## config.mk

```make
export PLATFORM = sky130hd
export DESIGN_NAME = mem_arbiter
export DESIGN_NICKNAME = d
export VERILOG_FILES = /design/src/rtl/mips_mem_pkg.sv /design/src/rtl/mem_arb_wait_ctr.sv /design/src/rtl/mem_arbiter.sv
export SDC_FILE = /design/constraint.sdc
export NUM_CORES = 1
export LEC_CHECK = 0
export ABC_AREA = 1
export CAP_MARGIN = 20
export CORE_UTILIZATION = 35
export DETAILED_ROUTE_END_ITERATION = 8
export PLACE_DENSITY_LB_ADDON = 0.3
export SLEW_MARGIN = 20
export SYNTH_ARGS = -nofsm -noshare
export SYNTH_HDL_FRONTEND = slang
export SYNTH_SLANG_ARGS = --single-unit
```

## constraint.sdc

```tcl
create_clock -name clk -period 2.7 [get_ports clk]
set_clock_uncertainty 0.2 [all_clocks]
set_input_delay 0.405 -clock clk [delete_from_list [all_inputs] [get_ports clk]]
set_output_delay 0.405 -clock clk [all_outputs]
set_load 0.005 [all_outputs]
```

## src/rtl/mips_mem_pkg.sv

```systemverilog
// Shared types and constants for the unified-memory arbiter of the MIPS core.
package mips_mem_pkg;

  localparam int unsigned ARB_CNT_W = 4;

  typedef enum logic [1:0] {
    ARB_IDLE,
    ARB_IFETCH,
    ARB_DATA
  } arb_state_t;

  typedef enum logic {
    PORT_IF,
    PORT_D
  } arb_port_t;

endpackage

```

## src/rtl/mem_arb_wait_ctr.sv

```systemverilog
// Loadable down-counter timing the memory wait cycles; holds at zero.
module mem_arb_wait_ctr
  import mips_mem_pkg::*;
(
  input  logic                 clk,
  input  logic                 reset,
  input  logic                 load,
  input  logic [ARB_CNT_W-1:0] value,
  output logic                 zero
);

  logic [ARB_CNT_W-1:0] cnt;

  always_ff @(posedge clk or posedge reset) begin
    if (reset) begin
      cnt <= '0;
    end else if (load) begin
      cnt <= value;
    end else if (cnt != '0) begin
      cnt <= cnt - ARB_CNT_W'(1);
    end
  end

  assign zero = (cnt == '0);

endmodule

```

## src/rtl/mem_arbiter.sv

```systemverilog
// Arbitrates one single-port memory between the IF and MEM stage ports.
// Define MEM_ARB_RR_EN for round-robin tie-break instead of data-port priority.
module mem_arbiter
  import mips_mem_pkg::*;
#(
  parameter int unsigned LATENCY = 2
) (
  input  logic        clk,
  input  logic        reset,
  input  logic        ifreq,
  input  logic [31:0] ifaddr,
  output logic        ifready,
  output logic [31:0] ifrdata,
  input  logic        dreq,
  input  logic        dwe,
  input  logic [31:0] daddr,
  input  logic [31:0] dwdata,
  output logic        dready,
  output logic [31:0] drdata,
  output logic        mreq,
  output logic [31:0] maddr,
  output logic [31:0] mwdata,
  output logic        mwe,
  input  logic [31:0] mrdata
);

  localparam logic [ARB_CNT_W-1:0] WAIT_INIT = ARB_CNT_W'(LATENCY - 1);

  arb_state_t  state_q, state_d;
  logic [31:0] lat_addr;
  logic [31:0] lat_wdata;
  logic        lat_we;
  logic        grant_if, grant_d;
  logic        cnt_zero;
  logic        pick_d;

`ifdef MEM_ARB_RR_EN
  arb_port_t last_served;

  always_ff @(posedge clk or posedge reset) begin
    if (reset) begin
      last_served <= PORT_IF;
    end else if (grant_d) begin
      last_served <= PORT_D;
    end else if (grant_if) begin
      last_served <= PORT_IF;
    end
  end

  // On a tie the port not served last takes the memory.
  assign pick_d = dreq & (~ifreq | (last_served == PORT_IF));
`else
  assign pick_d = dreq;
`endif

  mem_arb_wait_ctr u_wait (
    .clk   (clk),
    .reset (reset),
    .load  (grant_if | grant_d),
    .value (WAIT_INIT),
    .zero  (cnt_zero)
  );

  always_ff @(posedge clk or posedge reset) begin
    if (reset) begin
      state_q <= ARB_IDLE;
    end else begin
      state_q <= state_d;
    end
  end

  always_ff @(posedge clk or posedge reset) begin
    if (reset) begin
      lat_addr  <= '0;
      lat_wdata <= '0;
      lat_we    <= 1'b0;
    end else if (grant_d) begin
      lat_addr  <= daddr;
      lat_wdata <= dwdata;
      lat_we    <= dwe;
    end else if (grant_if) begin
      lat_addr  <= ifaddr;
      lat_wdata <= '0;
      lat_we    <= 1'b0;
    end
  end

  // Final-cycle handoff grants the other port directly, skipping ARB_IDLE.
  always_comb begin
    state_d  = state_q;
    grant_if = 1'b0;
    grant_d  = 1'b0;
    unique case (state_q)
      ARB_IDLE: begin
        if (pick_d) begin
          grant_d = 1'b1;
          state_d = ARB_DATA;
        end else if (ifreq) begin
          grant_if = 1'b1;
          state_d  = ARB_IFETCH;
        end
      end
      ARB_IFETCH: begin
        if (cnt_zero) begin
          if (dreq) begin
            grant_d = 1'b1;
            state_d = ARB_DATA;
          end else begin
            state_d = ARB_IDLE;
          end
        end
      end
      ARB_DATA: begin
        if (cnt_zero) begin
          if (ifreq) begin
            grant_if = 1'b1;
            state_d  = ARB_IFETCH;
          end else begin
            state_d = ARB_IDLE;
          end
        end
      end
      default: state_d = ARB_IDLE;
    endcase
  end

  always_comb begin
    mreq    = 1'b0;
    maddr   = '0;
    mwdata  = '0;
    mwe     = 1'b0;
    ifready = 1'b0;
    ifrdata = '0;
    dready  = 1'b0;
    drdata  = '0;
    if (state_q != ARB_IDLE) begin
      mreq   = 1'b1;
      maddr  = lat_addr;
      mwdata = lat_wdata;
      if (cnt_zero) begin
        mwe = lat_we;
        if (state_q == ARB_IFETCH) begin
          ifready = 1'b1;
          ifrdata = mrdata;
        end else begin
          dready = 1'b1;
          drdata = mrdata;
        end
      end
    end
  end

endmodule

```

==> results of run 1 <==
[kinds of logic after synthesis]
logic type	count (synthesis)
flops	71
buf+inv	152
simple gates	450
xor+xnor	1
fa+ha+maj	2
compound gates	4
[how the worst min path moves through the flow]
stage	from	endpoint	slack, ns	cells after the start
global route	reset	lat_addr[14]	0.30	3
finish	reset	lat_addr[15]	0.26	3
global placement	lat_wdata[9]	lat_wdata[9]	0.28	2
floorplan	lat_wdata[0]	lat_wdata[0]	0.27	2
CTS	reset	lat_addr[15]	0.30	3
detailed placement	lat_wdata[4]	lat_wdata[4]	0.29	2
[worst min-delay path: stages]
cell and delay (ns):
clkdlybuf4s50_1 0.41, inv_2 0.07, buf_12 0.30
[per-stage QoR]
step	hold slack, ns	total power [W]	TNS [ns]	util
2_1_floorplan	0.269	0.00377	0	-
3_3_place_gp	0.281	0.00554	0	0.590
3_5_place_dp	0.287	0.00558	0	0.590
4_1_cts	0.295	0.00684	0	0.619
5_1_grt	0.299	0.00743	-0.132	0.629
6_report	0.257	0.00683	0	0.629
[sequential cells by signal, indices dropped and copies added, names as in the netlist]
name	flops
lat_wdata	32
lat_addr	32
u_wait.cnt	4
lat_we	1
state_q	2
[per-layer routing]
| layer | part of all wire | vias up |
|---|---|---|
| met5 | 0 | - |
| met4 | 0.0087 | 0 |
| met3 | 0.080 | 12 |
| met2 | 0.46 | 159 |
| met1 | 0.45 | 2218 |
| li1 | - | 2517 |
[cells in the final DEF, fill, tap and decap left out, types with 2 or more instances in the layout]
cell type        netlist  routed
inv_1                108     105
nand2_1              205     203
clkdlybuf4s50_1        0     236
buf_4                  6      14
dfrtp_1               71      69
clkbuf_16              0       9
a21oi_1                2       2
clkbuf_1              16       3
nor2_1               138     130
nand2_4                2       2
buf_12                 0       5
dfrtp_2                0       2
nand3_1               99      99
nand4_1                2       2
nor2_2                 1       6
inv_2                  1       4
dlymetal6s2s_1         0      27
nor2_4                 0       3
[synthesized netlist by cell type, drive strengths merged]
| master | number | area, µm² |
|---|---|---|
| a21oi | 2 | 10.0 |
| buf | 27 | 150 |
| clkbuf | 16 | 60.1 |
| dfrtp | 71 | 1780 |
| ha | 2 | 25.0 |
| inv | 109 | 409 |
| nand2 | 207 | 792 |
| nand3 | 101 | 523 |
| nand4 | 2 | 12.5 |
| nor2 | 139 | 524 |
| o21ai | 1 | 5.00 |
| o31ai | 1 | 7.51 |
| or2 | 1 | 6.26 |
| xor2 | 1 | 8.76 |
[what timing repair did]
item / 4_1_cts / 5_1_grt
hold buffers: 0 / 0
endpoints found under the setup margin: 64 / 63
pin swaps: 0 / 2
gates resized for setup: 13 / 36
cloned: 0 / 0
setup buffers: 2 / 4
[cell type report]
| type | instances | area, µm² |
|---|---|---|
| Inverter | 109 | 409 |
| Clock inverter | 3 | 42.5 |
| Multi-Input combinational cell | 457 | 1980 |
| Tap cell | 147 | 184 |
| Timing Repair Buffer | 283 | 2910 |
| Sequential cell | 71 | 1780 |
| Fill cell | 1070 | 4450 |
| Clock buffer | 13 | 250 |
[power by group through the flow]
stage / combinational, W / clock [W] / sequential [W]
after floorplan: 0.00200 / 0 / 0.00177
after global placement: 0.00373 / 0 / 0.00182
after detailed placement: 0.00374 / 0 / 0.00183
after CTS: 0.00382 / 0.00120 / 0.00182
after global routing: 0.00431 / 0.00124 / 0.00188
final: 0.00384 / 0.00116 / 0.00182
==> results.yml, run 1 <==
critical_path:
  cp_num_cells: 8
  cp_top_family: "buffers and inverters"
  critPathLaunchType: "register"
  crit_type: "register to output pin"
  slowest_stage: "clkdlybuf4s50_1"
  required_ns: 2.10
  regToRegEndpoint: "lat_addr[28]"
  timing.critical_path.buf_inv: 4
  endpoint: "ifrdata[29]"
  r2r-start: "u_wait.cnt[0]"
  startpoint: "u_wait.cnt[0]"
  crit_chain: "inv_2, ha_4, nand2_8, nor2_4, inv_1, buf_12, nor2_1, clkdlybuf4s50_1"
  critical_path.max_fanout: 32
  reg2reg_slack_ns: 0.75
  endpoint_kind: "output pin"
  crit_arrival_ns: 2.02
  cp_slowest_stage_delay_ns: 0.51
  ff2ff_path_depth: 10
yosys:
  syn_area_per_cell_um2: 6.34
  yosysWarnings: 0
  synthDistinctLibCells: 22
  synth_fa_ha_area_frac: 0.00581
  synth-xor-area-share: 0.00203
  synth_top_family_by_area: "simple AND/OR/NAND/NOR gates"
  synth-simple-area-share: 0.431
  yosysSeqAreaShare: 0.412
  synth.mux.area_fraction: 0
  synth_fp_nets: 815
  syn_area_um2: 4310
  ys_seq_elements: 71
  synth_compound_area_frac: 0.00522
  synth_cells: 680
drt:
  wire_per_inst_um: 13.0
  wirelength_um: 14100
  drc: 0
  dr.first_iter.drc_count: 320
  drtAntennaViolNets: 0
  avgViaCountPerCell: 4.53
  drt_first_pass_iters: 4
  via_count: 4906
layout:
  final_cell_area_um2: 7560
  area_growth_pct: 75.4
  nets: 1066
  final_cells: 1083
  drive_gt1_frac: 0.0588
  n_antenna_cell: 0
floorplanning:
  die_h_um: 113
  initial_core_util: 0.359
  die_w_um: 113
  io_pins: 265
  die-area_um2: 12800
  coreArea_um2: 12000
  rows: 40
power:
  p_per_area_nw_per_um2: 903
  p_leak_nw: 4.27
  pwr-share-seq: 0.267
  ir_worst_vdd_mv: 0.497
  clkPwrFrac: 0.170
  p_sw_w: 0.00263
  switching_share: 0.385
  comb_power_share: 0.563
  intPower_w: 0.00420
clock_tree:
  cts_tree: "built"
  path_clk_slew_ns: 0.06
  cts_buffers: 9
  clk-insertion-delay-late_ns: 0.32
  cts.sinks: 71
  h-tree-depth: 3
  cts_max_path_buffers: 2
  root_buffer: "clkbuf_16"
global_routing:
  gr-total-overflow: 0
  grt_pass1_wl_um: 21900
  met3_usage: 0.0723
  grt_pass1_vias: 4347
  grt_util_all_layers: 0.213
  grt-busiest-layer: "met2"
  use_met1: 0.289
  met2_usage: 0.333
  antenna_found_initial: 0
  grt_start_max_net_pins: 72
place:
  placed_cells: 1061
  place_area_um2: 7080
  dp_hpwl_um: 9860
  io_buffers: 264
  pre_cts_slack_ns: 0.0886
  place.gp.congestion: 0.821
sta:
  maxSlewViolCount: 0
  fin_crit_sh: 0.972
  worst_slack_ns: 0.0750
  hold_viol: 0
  relSlewSlack: 0.625
  worst_pin_slew_ns: 0.562
  fmax_mhz: 381
  layout_min_cycle_time_ns: 2.62
  finalSetupViolCount: 0
outcome:
  outcome: "finished clean"
job:
  maxCapViolations: 0
hold_path:
  hold_class: "input pin to async pin"
No activity file was read; power rests on OpenSTA's default activity.
==> inputs of run 2 (changes only) <==
--- a/config.mk
+++ b/config.mk
@@ -7,6 +7,7 @@
 export LEC_CHECK = 0
 export ABC_AREA = 1
 export CAP_MARGIN = 20
+export CORE_MARGIN = 2
 export CORE_UTILIZATION = 35
 export DETAILED_ROUTE_END_ITERATION = 8
 export PLACE_DENSITY_LB_ADDON = 0.3
==> run 2 against run 1 <==
Utilization up 0.16 points; sequential cell count unchanged; final area grew 0.25%; critical endpoint is now ifrdata[28].
==> results.yml, run 2 (synthesis results as in run 1) <==
sta:
  finalSetupViolCount: 0
  hold_viol: 0
  relSlewSlack: 0.642
  fmax_mhz: 378
  hold_slack_ns: 0.200
  worst_pin_slew_ns: 0.536
  layout_min_cycle_time_ns: 2.64
  maxSlewViolCount: 0
  fin_crit_sh: 0.979
global_routing:
  grt_start_max_net_pins: 54
  grt_pass1_wl_um: 23000
  gr-total-overflow: 0
  grt_util_all_layers: 0.216
  grt_pass1_vias: 4558
  antenna_found_initial: 0
clock_tree:
  cts_tree: "built"
  path_clk_slew_ns: 0.06
  cts.sinks: 71
  cts_max_path_buffers: 2
  h-tree-depth: 3
  hold_buffers: 0
  root_buffer: "clkbuf_16"
  clk-insertion-delay-late_ns: 0.33
  cts_buffers: 9
drt:
  drc: 0
  dr.first_iter.drc_count: 302
  wire_per_inst_um: 13.8
  wirelength_um: 14900
  drtAntennaViolNets: 0
  via_count: 4850
  drt_first_pass_iters: 4
  avgViaCountPerCell: 4.49
place:
  io_buffers: 264
  dp_hpwl_um: 10300
  place.gp.congestion: 0.765
layout:
  fillerInstances: 1074
  multi_input_area_um2: 1980
  area_growth_pct: 75.8
  drive_gt1_frac: 0.0557
  register_area_um2: 1780
  nets: 1065
  final_common_cell: "clkdlybuf4s50_1"
  largestRegisters: "lat_addr (32), lat_wdata (32), u_wait.cnt (4)"
  n_antenna_cell: 0
  layout_common_cells: "clkdlybuf4s50_1 (208), nand2_1 (203), nor2_1 (133)"
  fin_util: 0.631
floorplanning:
  coreArea_um2: 12000
  die-area_um2: 13200
  die_h_um: 115
  rows: 40
  io_pins: 265
  initial_core_util: 0.359
  die_w_um: 115
critical_path:
  crit_chain: "inv_2, ha_4, nand2_8, nor2_4, inv_2, buf_12, nor2_1, clkdlybuf4s50_1"
  slowest_stage: "clkdlybuf4s50_1"
  critical_path.max_fanout: 16
  cpMostUsedCell: "inv_2"
  endpoint_kind: "output pin"
  timing.critical_path.buf_inv: 4
  cp_slowest_stage_delay_ns: 0.51
  crit_arrival_ns: 2.04
  critPathLaunchType: "register"
  required_ns: 2.10
  crit_type: "register to output pin"
  cp_top_family: "buffers and inverters"
hold_path:
  hold_class: "input pin to async pin"
power:
  p_per_area_nw_per_um2: 883
  ir_worst_vdd_mv: 0.439
  p_leak_nw: 4.69
job:
  maxCapViolations: 0
outcome:
  outcome: "finished clean"
-- run 2: cell types whose count changed in the layout (fill, tap and decap cells not counted), moves of 3 or more --
| cell | change |
|---|---|
| nor2_1 | +3 |
| dlygate4sd2_1 | +5 |
| dlymetal6s2s_1 | +23 |
| nor2_2 | -4 |
| clkdlybuf4s50_1 | -28 |
-- run 2: final timing paths --
check,startpoint,slack (ns),depth (start not counted),endpoint
worst max-delay path,u_wait.cnt[0],0.06,8,ifrdata[28]
worst min-delay path,reset,0.20,2,lat_wdata[4]
worst max register to register,u_wait.cnt[1],0.54,10,lat_addr[17]
worst min register to register,lat_wdata[13],0.30,2,lat_wdata[13]
max in group asynchronous,reset,1.51,3,state_q[0]
min in group clk,lat_wdata[13],0.30,2,lat_wdata[13]
-- run 2: final cells by class --
type                    instances  area share
clock buffers                  10      0.0302
clock inverters                 5     0.00479
inverters                     109      0.0542
multi-input cells             457       0.261
flip-flops and latches         71       0.235
well taps                     147      0.0243
repair buffers                282       0.391
-- run 2: timing repair --
| item | 4_1_cts | 5_1_grt |
|---|---|---|
| cloned | 0 | 1 |
| pin swaps | 0 | 1 |
| buffers inserted | 3 | 2 |
| setup endpoints to repair | 64 | 58 |
| gates resized for setup | 17 | 58 |
-- run 2: power by group --
| group | switching (W) | internal, W | total [W] |
|---|---|---|---|
| clock | 0.000452 | 0.000616 | 0.00107 |
| sequential | 0.000273 | 0.00155 | 0.00183 |
| combinational | 0.00194 | 0.00186 | 0.00380 |
| total | 0.00266 | 0.00403 | 0.00669 |
-- run 2: metrics by stage --
step	setup TNS [ns]	total power [W]	cell area, µm²	std cells	worst slack, ns
after global placement	0	0.00552	7060	1060	0.174
after global routing	-0.0327	0.00731	7580	1081	-0.00770
after CTS	-0.00152	0.00674	7380	1078	-0.00152
after detailed placement	0	0.00556	7060	1060	0.0810
after floorplan	0	0.00377	4310	680	0.298
final	0	0.00669	7580	1081	0.0576
-- run 2: routing by layer --
layer	GRT usage	part of all wire
met1	0.294	0.44
met2	0.347	0.47
met3	0.0585	0.085
met4	0.0466	0.0084
met5	0	0
